[src/rtl/levitation_pkg.sv]
// Shared constants and types for the levitation host command parser.
package levitation_pkg;

  localparam logic [7:0] SOF_BYTE = 8'hFF;
  localparam logic [7:0] EOF_BYTE = 8'h3C;
  localparam logic [7:0] ACK_BYTE = 8'h06;
  localparam logic [7:0] NAK_BYTE = 8'h15;

  localparam logic [7:0] CMD_LEFT  = 8'h41;
  localparam logic [7:0] CMD_RIGHT = 8'h44;
  localparam logic [7:0] CMD_UP    = 8'h57;
  localparam logic [7:0] CMD_DOWN  = 8'h53;

  // The 4x4 window slides over the 8x8 transducer array.
  localparam int ARRAY_N   = 8;
  localparam int WIN_N     = 4;
  localparam int POS_MAX   = ARRAY_N - WIN_N;
  localparam int POS_RESET = 2;

  typedef enum logic [1:0] {
    ST_IDLE,
    ST_GET_CMD,
    ST_GET_PHASE,
    ST_GET_EOF
  } state_e;

endpackage

[src/rtl/sat_step.sv]
// 3-bit saturating step: increments up to max_i, decrements down to 0, never wraps.
// Purely combinational; increment has priority if both requests are raised.
module sat_step (
  input  logic [2:0] val_i,
  input  logic       inc_i,
  input  logic       dec_i,
  input  logic [2:0] max_i,
  output logic [2:0] val_o
);

  always_comb begin
    val_o = val_i;
    if (inc_i) begin
      if (val_i < max_i) val_o = val_i + 3'd1;
    end else if (dec_i) begin
      if (val_i != 3'd0) val_o = val_i - 3'd1;
    end
  end

endmodule

[src/rtl/levitation_cmd_parser.sv]
// Parses FF/CMD/PHASE/3C host frames into window origin and phase delay; outputs move on the EOF edge.
// Replies ACK/NAK through a one-entry buffer that the newest status overwrites; a stalled frame times out.
module levitation_cmd_parser
  import levitation_pkg::*;
#(
  parameter int TIMEOUT_CYC = 500000
) (
  input  logic       clk,
  input  logic       rst,
  input  logic [7:0] rx_data,
  input  logic       rx_valid,
  output logic [2:0] win_x,
  output logic [2:0] win_y,
  output logic [9:0] phase_delay,
  output logic       cmd_update,
  output logic       frame_err,
  output logic       busy,
  output logic [7:0] tx_data,
  output logic       tx_valid,
  input  logic       tx_ready
);

  localparam int TW = (TIMEOUT_CYC > 1) ? $clog2(TIMEOUT_CYC) : 1;
  localparam logic [TW-1:0] TO_LAST = TW'(TIMEOUT_CYC - 1);

  state_e      state_q;
  logic [7:0]  cmd_q;
  logic [7:0]  phase_q;
  logic [TW-1:0] cnt_q;
  logic [2:0]  win_x_q, win_y_q;
  logic [2:0]  win_x_d, win_y_d;
  logic [9:0]  phase_delay_q;
  logic        cmd_update_q, frame_err_q, busy_q;
  logic [7:0]  tx_data_q;
  logic        tx_valid_q;
  logic        timeout;

  sat_step u_step_x (
    .val_i (win_x_q),
    .inc_i (cmd_q == CMD_RIGHT),
    .dec_i (cmd_q == CMD_LEFT),
    .max_i (3'(POS_MAX)),
    .val_o (win_x_d)
  );

  sat_step u_step_y (
    .val_i (win_y_q),
    .inc_i (cmd_q == CMD_DOWN),
    .dec_i (cmd_q == CMD_UP),
    .max_i (3'(POS_MAX)),
    .val_o (win_y_d)
  );

  // A byte arriving on the expiry cycle wins over the timeout.
  assign timeout = (state_q != ST_IDLE) && !rx_valid && (cnt_q == TO_LAST);

  always_ff @(posedge clk) begin
    if (rst) begin
      state_q       <= ST_IDLE;
      cmd_q         <= 8'h00;
      phase_q       <= 8'h00;
      cnt_q         <= '0;
      win_x_q       <= 3'(POS_RESET);
      win_y_q       <= 3'(POS_RESET);
      phase_delay_q <= 10'd0;
      cmd_update_q  <= 1'b0;
      frame_err_q   <= 1'b0;
      busy_q        <= 1'b0;
      tx_data_q     <= 8'h00;
      tx_valid_q    <= 1'b0;
    end else begin
      cmd_update_q <= 1'b0;
      frame_err_q  <= 1'b0;
      if (tx_valid_q && tx_ready) tx_valid_q <= 1'b0;

      if (state_q == ST_IDLE || rx_valid || timeout) cnt_q <= '0;
      else                                           cnt_q <= cnt_q + TW'(1);

      case (state_q)
        ST_IDLE: begin
          if (rx_valid && rx_data == SOF_BYTE) begin
            state_q <= ST_GET_CMD;
            busy_q  <= 1'b1;
          end
        end
        ST_GET_CMD: begin
          if (rx_valid) begin
            cmd_q   <= rx_data;
            state_q <= ST_GET_PHASE;
          end
        end
        ST_GET_PHASE: begin
          if (rx_valid) begin
            phase_q <= rx_data;
            state_q <= ST_GET_EOF;
          end
        end
        ST_GET_EOF: begin
          if (rx_valid) begin
            state_q    <= ST_IDLE;
            busy_q     <= 1'b0;
            tx_valid_q <= 1'b1;
            if (rx_data == EOF_BYTE) begin
              win_x_q       <= win_x_d;
              win_y_q       <= win_y_d;
              phase_delay_q <= {phase_q, 2'b00};
              cmd_update_q  <= 1'b1;
              tx_data_q     <= ACK_BYTE;
            end else begin
              frame_err_q <= 1'b1;
              tx_data_q   <= NAK_BYTE;
            end
          end
        end
        default: begin
          state_q <= ST_IDLE;
          busy_q  <= 1'b0;
        end
      endcase

      if (timeout) begin
        state_q     <= ST_IDLE;
        busy_q      <= 1'b0;
        frame_err_q <= 1'b1;
        tx_valid_q  <= 1'b1;
        tx_data_q   <= NAK_BYTE;
      end
    end
  end

  assign win_x       = win_x_q;
  assign win_y       = win_y_q;
  assign phase_delay = phase_delay_q;
  assign cmd_update  = cmd_update_q;
  assign frame_err   = frame_err_q;
  assign busy        = busy_q;
  assign tx_data     = tx_data_q;
  assign tx_valid    = tx_valid_q;

endmodule
[config.mk]
export PLATFORM = sky130hd
export DESIGN_NAME = levitation_cmd_parser
export DESIGN_NICKNAME = d
export VERILOG_FILES = /design/src/rtl/levitation_pkg.sv /design/src/rtl/sat_step.sv /design/src/rtl/levitation_cmd_parser.sv
export SDC_FILE = /design/constraint.sdc
export NUM_CORES = 1
export LEC_CHECK = 0
export CAP_MARGIN = 5
export CORE_MARGIN = 3
export CORE_UTILIZATION = 58
export DETAILED_ROUTE_END_ITERATION = 7
export PLACE_DENSITY = 0.94
export RECOVER_POWER = 25
export SLEW_MARGIN = 20
export SYNTH_ARGS = -nofsm -noshare
export SYNTH_HDL_FRONTEND = slang
export SYNTH_SLANG_ARGS = --single-unit
[constraint.sdc]
create_clock -name clk -period 6.9 [get_ports clk]
set_clock_uncertainty 0.05 [all_clocks]
set_input_delay 1.035 -clock clk [delete_from_list [all_inputs] [get_ports clk]]
set_output_delay 1.035 -clock clk [all_outputs]
set_load 0.05 [all_outputs]
======== Yosys cells after proc, flatten, opt, wreduce, memory -nomap -nowiden ========
Index checks and enable logic that the tools add are counted.
word-level totals
  flip-flop bits (word level) ............. 60
  word-level logic and storage cells ...... 97
operators by class
  add/sub/neg operators ................... 5
  magnitude comparators ................... 2
  eq/ne operators ......................... 16
  muxes and demuxes ....................... 29
  bitwise logic cells ..................... 2
  reductions and logical operators ........ 30
operators with widths
  cell                     number
  $eq A8 B7 Y1 const B     4
  $mux W3                  8
  $mux W5                  4
  $add A19 B1 Y19 const B  1
  $eq A19 B19 Y1 const B   1
  $reduce_bool A2 Y1       8
  $reduce_and A6 Y1        2
  $mux W1                  11
  $ne A2 B2 Y1 const B     5
  $eq A8 B6 Y1 const B     1
  $eq A8 B8 Y1 const B     1
  $mux W2                  4
  $pmux W2 S4              1
  $reduce_and A2 Y1        4
  $add A3 B1 Y3 const B    2
  $lt A3 B3 Y1 const B     2
  $reduce_and A3 Y1        2
  $reduce_bool A3 Y1       2
  $sub A3 B1 Y3 const B    2
  $eq A2 B2 Y1 const B     2
  $logic_and A1 B1 Y1      4
  $reduce_and A4 Y1        1
  $reduce_or A2 Y1         2
  $reduce_or A3 Y1         1
  7 further kinds          9

======== Depth between registers and ports, before layout ========
Gate-level depths: netlist of the first run.
  depth after elaboration ................. 5
  mapped depth ............................ 8
  depth with buffers taken out ............ 7

======== Modules after synthesis ========
Synthesis of the first run repeated with hierarchy kept, for this count alone.
unflattened totals
  cells, all modules ...................... 348
  area, all modules ....................... 2972.9 um^2
modules (own cells, without submodules)
  module                 instances  cells an instance  area an instance (um^2)  sequential area each (um^2)
  levitation_cmd_parser  1          282                2484.9                   1161.1
  sat_step               2          33                 244.0                    0.0

======== Worst setup path before layout of the first run ========
Ideal clock, no wire load.
  kind .................................... in2reg
  start ................................... input rx_data[5]
  end ..................................... register win_y_q[2], in the netlist win_y[2]
  setup time .............................. 0.118 ns
  data arrival time ....................... 2.395 ns
  path slack .............................. 4.337 ns
  stages on the path ...................... 5
  path buffers ............................ 1
  cell sequence ........................... and4_1 -> clkbuf_1 -> nand4_1 -> or4_1 -> o2111a_1
on the way
  cells in the longest elaborated chain, start to end .. 2
ends and longest elaborated chain
  element                             RTL line                      source
  from (decl)                         levitation_cmd_parser.sv:10   input logic [7:0] rx_data,
  $eq A8 B6 Y1                        levitation_cmd_parser.sv:103  if (rx_data == EOF_BYTE) begin
  $reduce_and A6 Y1 (no source line)  n/a
  to (signal assigned)                levitation_cmd_parser.sv:64   win_y_q <= 3'(POS_RESET);
  to (signal assigned)                levitation_cmd_parser.sv:105  win_y_q <= win_y_d;
  to (decl)                           levitation_cmd_parser.sv:30   logic [2:0] win_x_q, win_y_q;
No other way between the ends.
A chain may end at the register's enable or synchronous reset.

======== Worst setup path after layout of the first run ========
  start ................................... input rx_valid
  end ..................................... register win_y_q[2], in the netlist win_y[2]
on the way
  cells in the longest elaborated chain, start to end .. 1
ends and longest elaborated chain
  element                             RTL line                     source
  from (decl)                         levitation_cmd_parser.sv:11  input logic rx_valid,
  $reduce_and A6 Y1 (no source line)  n/a
No other way between the ends.

==> impl_metrics.csv, run 1 <==
group,metric,value,unit
status,status,"finished clean",
global_routing,grt_util_all_layers,22.0,%
yosys,ys_ff_latch,58,
worst_setup_path,cp_max_fo,25,
sta,max_freq,291,MHz
die,core,0.00441,sq mm
sta,setup-violations-final,0,
die,row_count,24,
global_routing,grt_first_pass_wirelength,9270,um
sta,maxSlewViolCount,0,
sta,period_share,49.8,%
global_routing,grt_pass1_vias,2111,
sta,hold_violations,0,
placement,dp_hpwl,3820,um
clock_network,path_clk_slew,60,ps
die,fp.dieW,74.1,um
sta,max_slew.worst_pin.slew,931,ps
finish,nNetsFinal,363,
yosys,syn_area_per_cell,8.60,sq um
yosys,synth_mux_area_share,4.51,%
worst_setup_path,cp.required,7070,ps
sta,setup_tns,0,ps
finish,final_common_cell,"dfxtp_1",
clock_network,root_buffer,"clkbuf_8",
job,drv_cap,0,
placement,gp_congestion,0.895,
sta,grt_setup_unrepaired,"no",
global_routing,grt_antenna_before_repair,0,
yosys,ys_warn_count,0,
worst_setup_path,worstPathArrival,3610,ps
yosys,synth-simple-area-share,26.5,%
clock_network,clockBufferDepth,2,
clock_network,cts.sinks,58,
min_path,hold_path.class,"reg2reg",
yosys,synth_compound_area_share,12.0,%
finish,final_cell_mix,"58 x dfxtp_1, 32 x nor2_1, 32 x clkdlybuf4s50_1",
detailed_routing,post_drt_wl_per_cell,13.9,um
yosys,ys_seq_area_share,43.1,%
clock_network,postCtsSetupRepairBufs,0,
placement,post-place-ws,3490,ps
worst_setup_path,crit_type,"in2reg",
finish,antenna_cells,0,
sta,relSlewSlack,37.0,%
detailed_routing,viasPerCell,5.76,
worst_setup_path,cp-start-kind,"input pin",
die,die_area,0.00550,sq mm
sta,period_minus_slack,3430,ps
die,start_util,61.0,%
detailed_routing,drc,0,
detailed_routing,firstDrtPassIters,4,
detailed_routing,via_count,2300,
clock_network,cts_hold_buf,0,
clock_network,cts_resized,0,
yosys,synth_top_family_by_area,"simple AND/OR/NAND/NOR gates",
detailed_routing,drtIter0Drc,178,
power_and_ir_drop,vdd_drop_max,0.000178,V
die,top_level_ports,40,
clock_network,cts_tree,"built",
finish,area_delta_synth_final,18.5,%
yosys,synth_cell_types,50,
power_and_ir_drop,cellPowerDensity,211,mW/mm^2
power_and_ir_drop,power.leakage,1.10,nW
clock_network,cts_buffers,9,
yosys,synthXorXnorAreaFrac,3.90,%
finish,layout-drive-gt1-share,7.78,%
placement,port_buffers,33,
yosys,synth_fa_ha_area_share,4.00,%
die,die_h,74.1,um
detailed_routing,ant_nets,0,
yosys,synth_area,0.00269,sq mm
sta,timing.final.ws_setup,3470,ps
clock_network,clkLatencyLatePin,330,ps
detailed_routing,wl,5560,um
clock_network,htree_levels,3,
global_routing,grt_max_degree,39,
worst_setup_path,end_kind,"flop",
global_routing,overflow,0,
yosys,synthCells,313,
[cell usage after synthesis, drive strengths merged]
| cell type | n | area (sq um) |
|---|---|---|
| nand3 | 28 | 153 |
| mux2i | 11 | 110 |
| a31o | 1 | 8.76 |
| o211ai | 1 | 7.51 |
| o21a | 1 | 7.51 |
| or3 | 6 | 43.8 |
| or4b | 4 | 43.8 |
| nor3 | 6 | 30.0 |
| a211o | 2 | 17.5 |
| o21ai | 10 | 50.1 |
| buf | 13 | 85.1 |
| a211oi | 2 | 20.0 |
| a41oi | 1 | 8.76 |
| nand4 | 5 | 31.3 |
| nor2 | 32 | 120 |
| nor2b | 3 | 18.8 |
| or2 | 1 | 6.26 |
| fa | 1 | 20.0 |
| clkbuf | 8 | 30.0 |
| or4 | 7 | 52.6 |
| nor4 | 2 | 12.5 |
| ha | 7 | 87.6 |
| xor2 | 5 | 43.8 |
| o31ai | 2 | 15.0 |
| nand4b | 1 | 8.76 |
| o2111a | 1 | 11.3 |
| conb | 1 | 3.75 |
| nand2b | 2 | 12.5 |
| nor4b | 3 | 26.3 |
| inv | 11 | 41.3 |
| mux2 | 1 | 11.3 |
| xnor2 | 7 | 61.3 |
| a31oi | 2 | 12.5 |
| nand2 | 30 | 113 |
| a21oi | 31 | 159 |
| nor3b | 1 | 7.51 |
| and4 | 3 | 27.5 |
| o22ai | 1 | 6.26 |
| dfxtp | 58 | 1160 |
| and3 | 1 | 6.26 |
[report_power, final]
part | switching, mW | leakage [nW] | internal, mW
Clock | 0.122 | 0.101 | 0.166
Sequential | 0.00303 | 0.467 | 0.338
Combinational | 0.0302 | 0.537 | 0.0145
[logic make-up (layout without fill, tap and decap cells)]
family	after synthesis	in the layout
DFF	58	58
AOI/OAI and AO/OA	55	55
buffers and inverters	32	61
other	1	6
adders and majority gates	8	8
and+or+nand+nor	135	135
xor gates and xnor gates	12	12
muxes	12	12
[through the flow]
step,area (sq um),cells,utilization [%],power [mW],hold slack [ps]
2_1_floorplan,2710,318,-,0.381,386
3_3_place_gp,3010,384,68.1,0.391,392
3_5_place_dp,3010,384,68.1,0.392,398
4_1_cts,3200,399,72.4,0.681,407
5_1_grt,3190,399,72.3,0.701,441
6_report,3190,399,72.3,0.674,408
[layout make-up]
class,instances,area [sq um]
multi-input cells,228,1390
fillers,343,1220
flip-flops and latches,58,1160
repair buffers,35,342
clock buffers,13,179
well taps,52,65.1
inverters,11,41.3
clock inverters,2,10.0
[worst paths after layout]
path | start | to | cells after the start | slack (ps)
setup / recovery | rx_valid | win_y[2] | 5 | 3470
setup reg to reg | cmd_q[7] | win_y[2] | 7 | 4100
hold / removal | phase_q[7] | phase_q[7] | 2 | 410
hold reg to reg | phase_q[7] | phase_q[7] | 2 | 410
[critical path, cell delays in order]
cell and delay [ps]:
dlygate4sd3_1 1040, nand4_1 280, clkbuf_1 460, or4_1 630
o2111a_1 150
[sequential cells by signal (all words and copies together) (netlist names)]
| register | count |
|---|---|
| tx_data | 3 |
| tx_valid | 1 |
| state_q | 2 |
| busy | 1 |
| frame_err | 1 |
| cmd_q | 8 |
| phase_delay | 8 |
| win_y | 3 |
| cnt_q | 19 |
| phase_q | 8 |
| cmd_update | 1 |
| win_x | 3 |
[layer usage]
metal,up-vias,GRT usage [%],wire length [um],share of wire [%]
li1,1153,-,-,-
met1,1086,25.5,2490,45
met2,56,37.7,2750,50
met3,5,8.65,288,5.2
met4,0,6.04,29,0.52
met5,-,0,0,0
Power figures use the tool's default switching activity.
==> run 2: changes to the inputs <==
--- a/config.mk
+++ b/config.mk
@@ -7,9 +7,9 @@
 export LEC_CHECK = 0
 export CAP_MARGIN = 5
 export CORE_MARGIN = 3
-export CORE_UTILIZATION = 58
+export CORE_UTILIZATION = 54
 export DETAILED_ROUTE_END_ITERATION = 7
-export PLACE_DENSITY = 0.94
+export PLACE_DENSITY = 0.89
 export RECOVER_POWER = 25
 export SLEW_MARGIN = 20
 export SYNTH_ARGS = -nofsm -noshare
==> constraint.sdc (replaced) <==
create_clock -name clk -period 3.4 [get_ports clk]
set_clock_uncertainty 0.05 [all_clocks]
set_input_delay 0.51 -clock clk [delete_from_list [all_inputs] [get_ports clk]]
set_output_delay 0.51 -clock clk [all_outputs]
set_load 0.05 [all_outputs]
==> impl_metrics.csv, run 2 (synthesis gave the netlist of run 1 again) <==
group,metric,value,unit
sta,relSlewSlack,40.1,%
power_and_ir_drop,p_clk_share,41.5,%
worst_setup_path,r2r_cells,7,
detailed_routing,ant_nets,0,
placement,dp_hpwl,3810,um
clock_network,cts_hold_buf,0,
global_routing,global_route.usage.met3,8.39,%
worst_setup_path,timing.critical_path.buf_inv,1,
worst_setup_path,end_kind,"flop",
die,top_level_ports,40,
clock_network,htree_levels,3,
min_path,hold_end,"phase_q[6]",
power_and_ir_drop,power_frac_comb,6.8,%
placement,port_buffers,33,
min_path,hold_path.class,"reg2reg",
sta,setup_tns,0,ps
placement,gp_congestion,0.838,
clock_network,postCtsSetupRepairBufs,0,
worst_setup_path,crit_family,"simple AND/OR/NAND/NOR gates",
global_routing,grt_use_met2,33.4,%
finish,area_delta_synth_final,19.1,%
global_routing,grt_first_pass_wirelength,9540,um
power_and_ir_drop,p_sw,325,uW
sta,period_share,79.3,%
global_routing,grt_pass1_vias,2188,
clock_network,clockBufferDepth,2,
worst_setup_path,cpMaxStageDelayCell,"or4b_1",
global_routing,overflow,0,
clock_network,cts_resized,0,
finish,layout-drive-gt1-share,8.02,%
die,start_util,56.3,%
finish,stdcell_count,416,
worst_setup_path,rr_startpoint,"cmd_q[7]",
clock_network,cts_tree,"built",
worst_setup_path,regToRegEndpoint,"win_y[2]",
power_and_ir_drop,vdd_drop_max,0.000259,V
sta,period_minus_slack,2700,ps
min_path,min_from,"phase_q[6]",
worst_setup_path,worstPathArrival,2880,ps
sta,grt_setup_unrepaired,"no",
placement,place_inst,401,
detailed_routing,post_drt_wl_per_cell,13.1,um
finish,final_common_cell,"dfxtp_1",
sta,setup-violations-final,0,
global_routing,grt_max_degree,38,
finish,final_area,0.00321,sq mm
power_and_ir_drop,power.leakage,1.11,nW
global_routing,use_met1,23.0,%
power_and_ir_drop,internal-power,1.01,mW
die,die_h,76.6,um
worst_setup_path,crit_type,"reg2reg",
worst_setup_path,r2r_slack,700,ps
detailed_routing,firstDrtPassIters,4,
worst_setup_path,cp.required,3580,ps
min_path,min_path_cells,2,
detailed_routing,viasPerCell,5.50,
global_routing,grt_antenna_before_repair,0,
finish,multi_input_area,0.00139,sq mm
power_and_ir_drop,power_frac_seq,51.8,%
die,die_area,0.00587,sq mm
placement,post_dp_cell_area,0.00304,sq mm
detailed_routing,drtIter0Drc,221,
power_and_ir_drop,power.total,1.34,mW
finish,antenna_cells,0,
finish,regMostFlops,"cnt_q",
finish,largest_register_ffs,19,
sta,hold_violations,0,
status,status,"finished clean",
clock_network,root_buffer,"clkbuf_8",
worst_setup_path,cp_cell_sequence,"or4b_1, nor3_1, inv_1, fa_1, nand2b_1, or4_1, o2111a_1",
finish,nNetsFinal,365,
power_and_ir_drop,switching_share,24.3,%
die,row_count,25,
clock_network,cts.sinks,58,
worst_setup_path,max_stage_delay,540,ps
power_and_ir_drop,cellPowerDensity,417,mW/mm^2
clock_network,path_clk_slew,60,ps
job,drv_cap,0,
worst_setup_path,cp-start-kind,"flop",
clock_network,cts_buffers,9,
die,fp.dieW,76.6,um
clock_network,clkLatencyLatePin,340,ps
detailed_routing,via_count,2288,
global_routing,grt_util_all_layers,20.1,%
sta,max_slew.worst_pin.slew,898,ps
placement,post-place-ws,678,ps
detailed_routing,drc,0,
sta,maxSlewViolCount,0,
detailed_routing,wl,5460,um
worst_setup_path,cp_max_fo,4,
finish,final_cell_mix,"58 x dfxtp_1, 32 x nor2_1, 32 x clkdlybuf4s50_1",
sta,max_freq,371,MHz
die,core,0.00479,sq mm
sta,timing.final.ws_setup,703,ps
finish,nFillCells,379,
global_routing,busiest_layer,"met2",
finish,seq_area,0.00116,sq mm
-- run 2: cell types whose count changed in the layout (fill, tap and decap cells not counted), sizes merged --
cell / previous run / this run
clkinv: 2 / 3
clkbuf: 14 / 13
buf: 1 / 3
-- run 2: cell type report --
type	count	area share, %
Multi-Input combinational cell	228	43.5
Sequential cell	58	36.2
Timing Repair Buffer	37	11.1
Clock buffer	12	4.84
Tap cell	67	2.61
Inverter	11	1.29
Clock inverter	3	0.468
-- run 2: how the worst max path moves through the flow --
| stage | to | from | depth (start not counted) |
|---|---|---|---|
| finish | win_y[2] | cmd_q[7] | 7 |
| CTS | win_y[2] | cmd_q[7] | 7 |
| global route | win_y[2] | cmd_q[7] | 7 |
| detailed placement | win_x[2] | rx_data[7] | 6 |
| floorplan | win_y[2] | cmd_q[7] | 7 |
| global placement | win_y[2] | cmd_q[7] | 7 |
-- run 2: power groups by stage --
stage / combinational [mW] / sequential [mW] / clock [mW]
2_1_floorplan: 0.0636 / 0.709 / 0
5_1_grt: 0.0997 / 0.693 / 0.596
3_5_place_dp: 0.0898 / 0.707 / 0
3_3_place_gp: 0.0886 / 0.707 / 0
6_report: 0.0906 / 0.692 / 0.555
4_1_cts: 0.0906 / 0.692 / 0.567
-- run 2: through the flow --
step,hold slack [ps],utilization (%)
after floorplan,386,-
after global placement,392,63.5
after detailed placement,400,63.5
after CTS,408,67.1
after global routing,422,67.0
final,410,67.0
-- run 2: per-layer routing --
metal	vias up	share of wire (%)
li1	1156	-
met1	1057	44
met2	61	49
met3	14	4.6
met4	0	2.1
met5	-	0
-- run 2: tightest hold or removal path: cells and delay by family (launching register included) --
family	cells	cell delay (ps)
flops	1	310
compound gates	1	50
simple gates	1	50
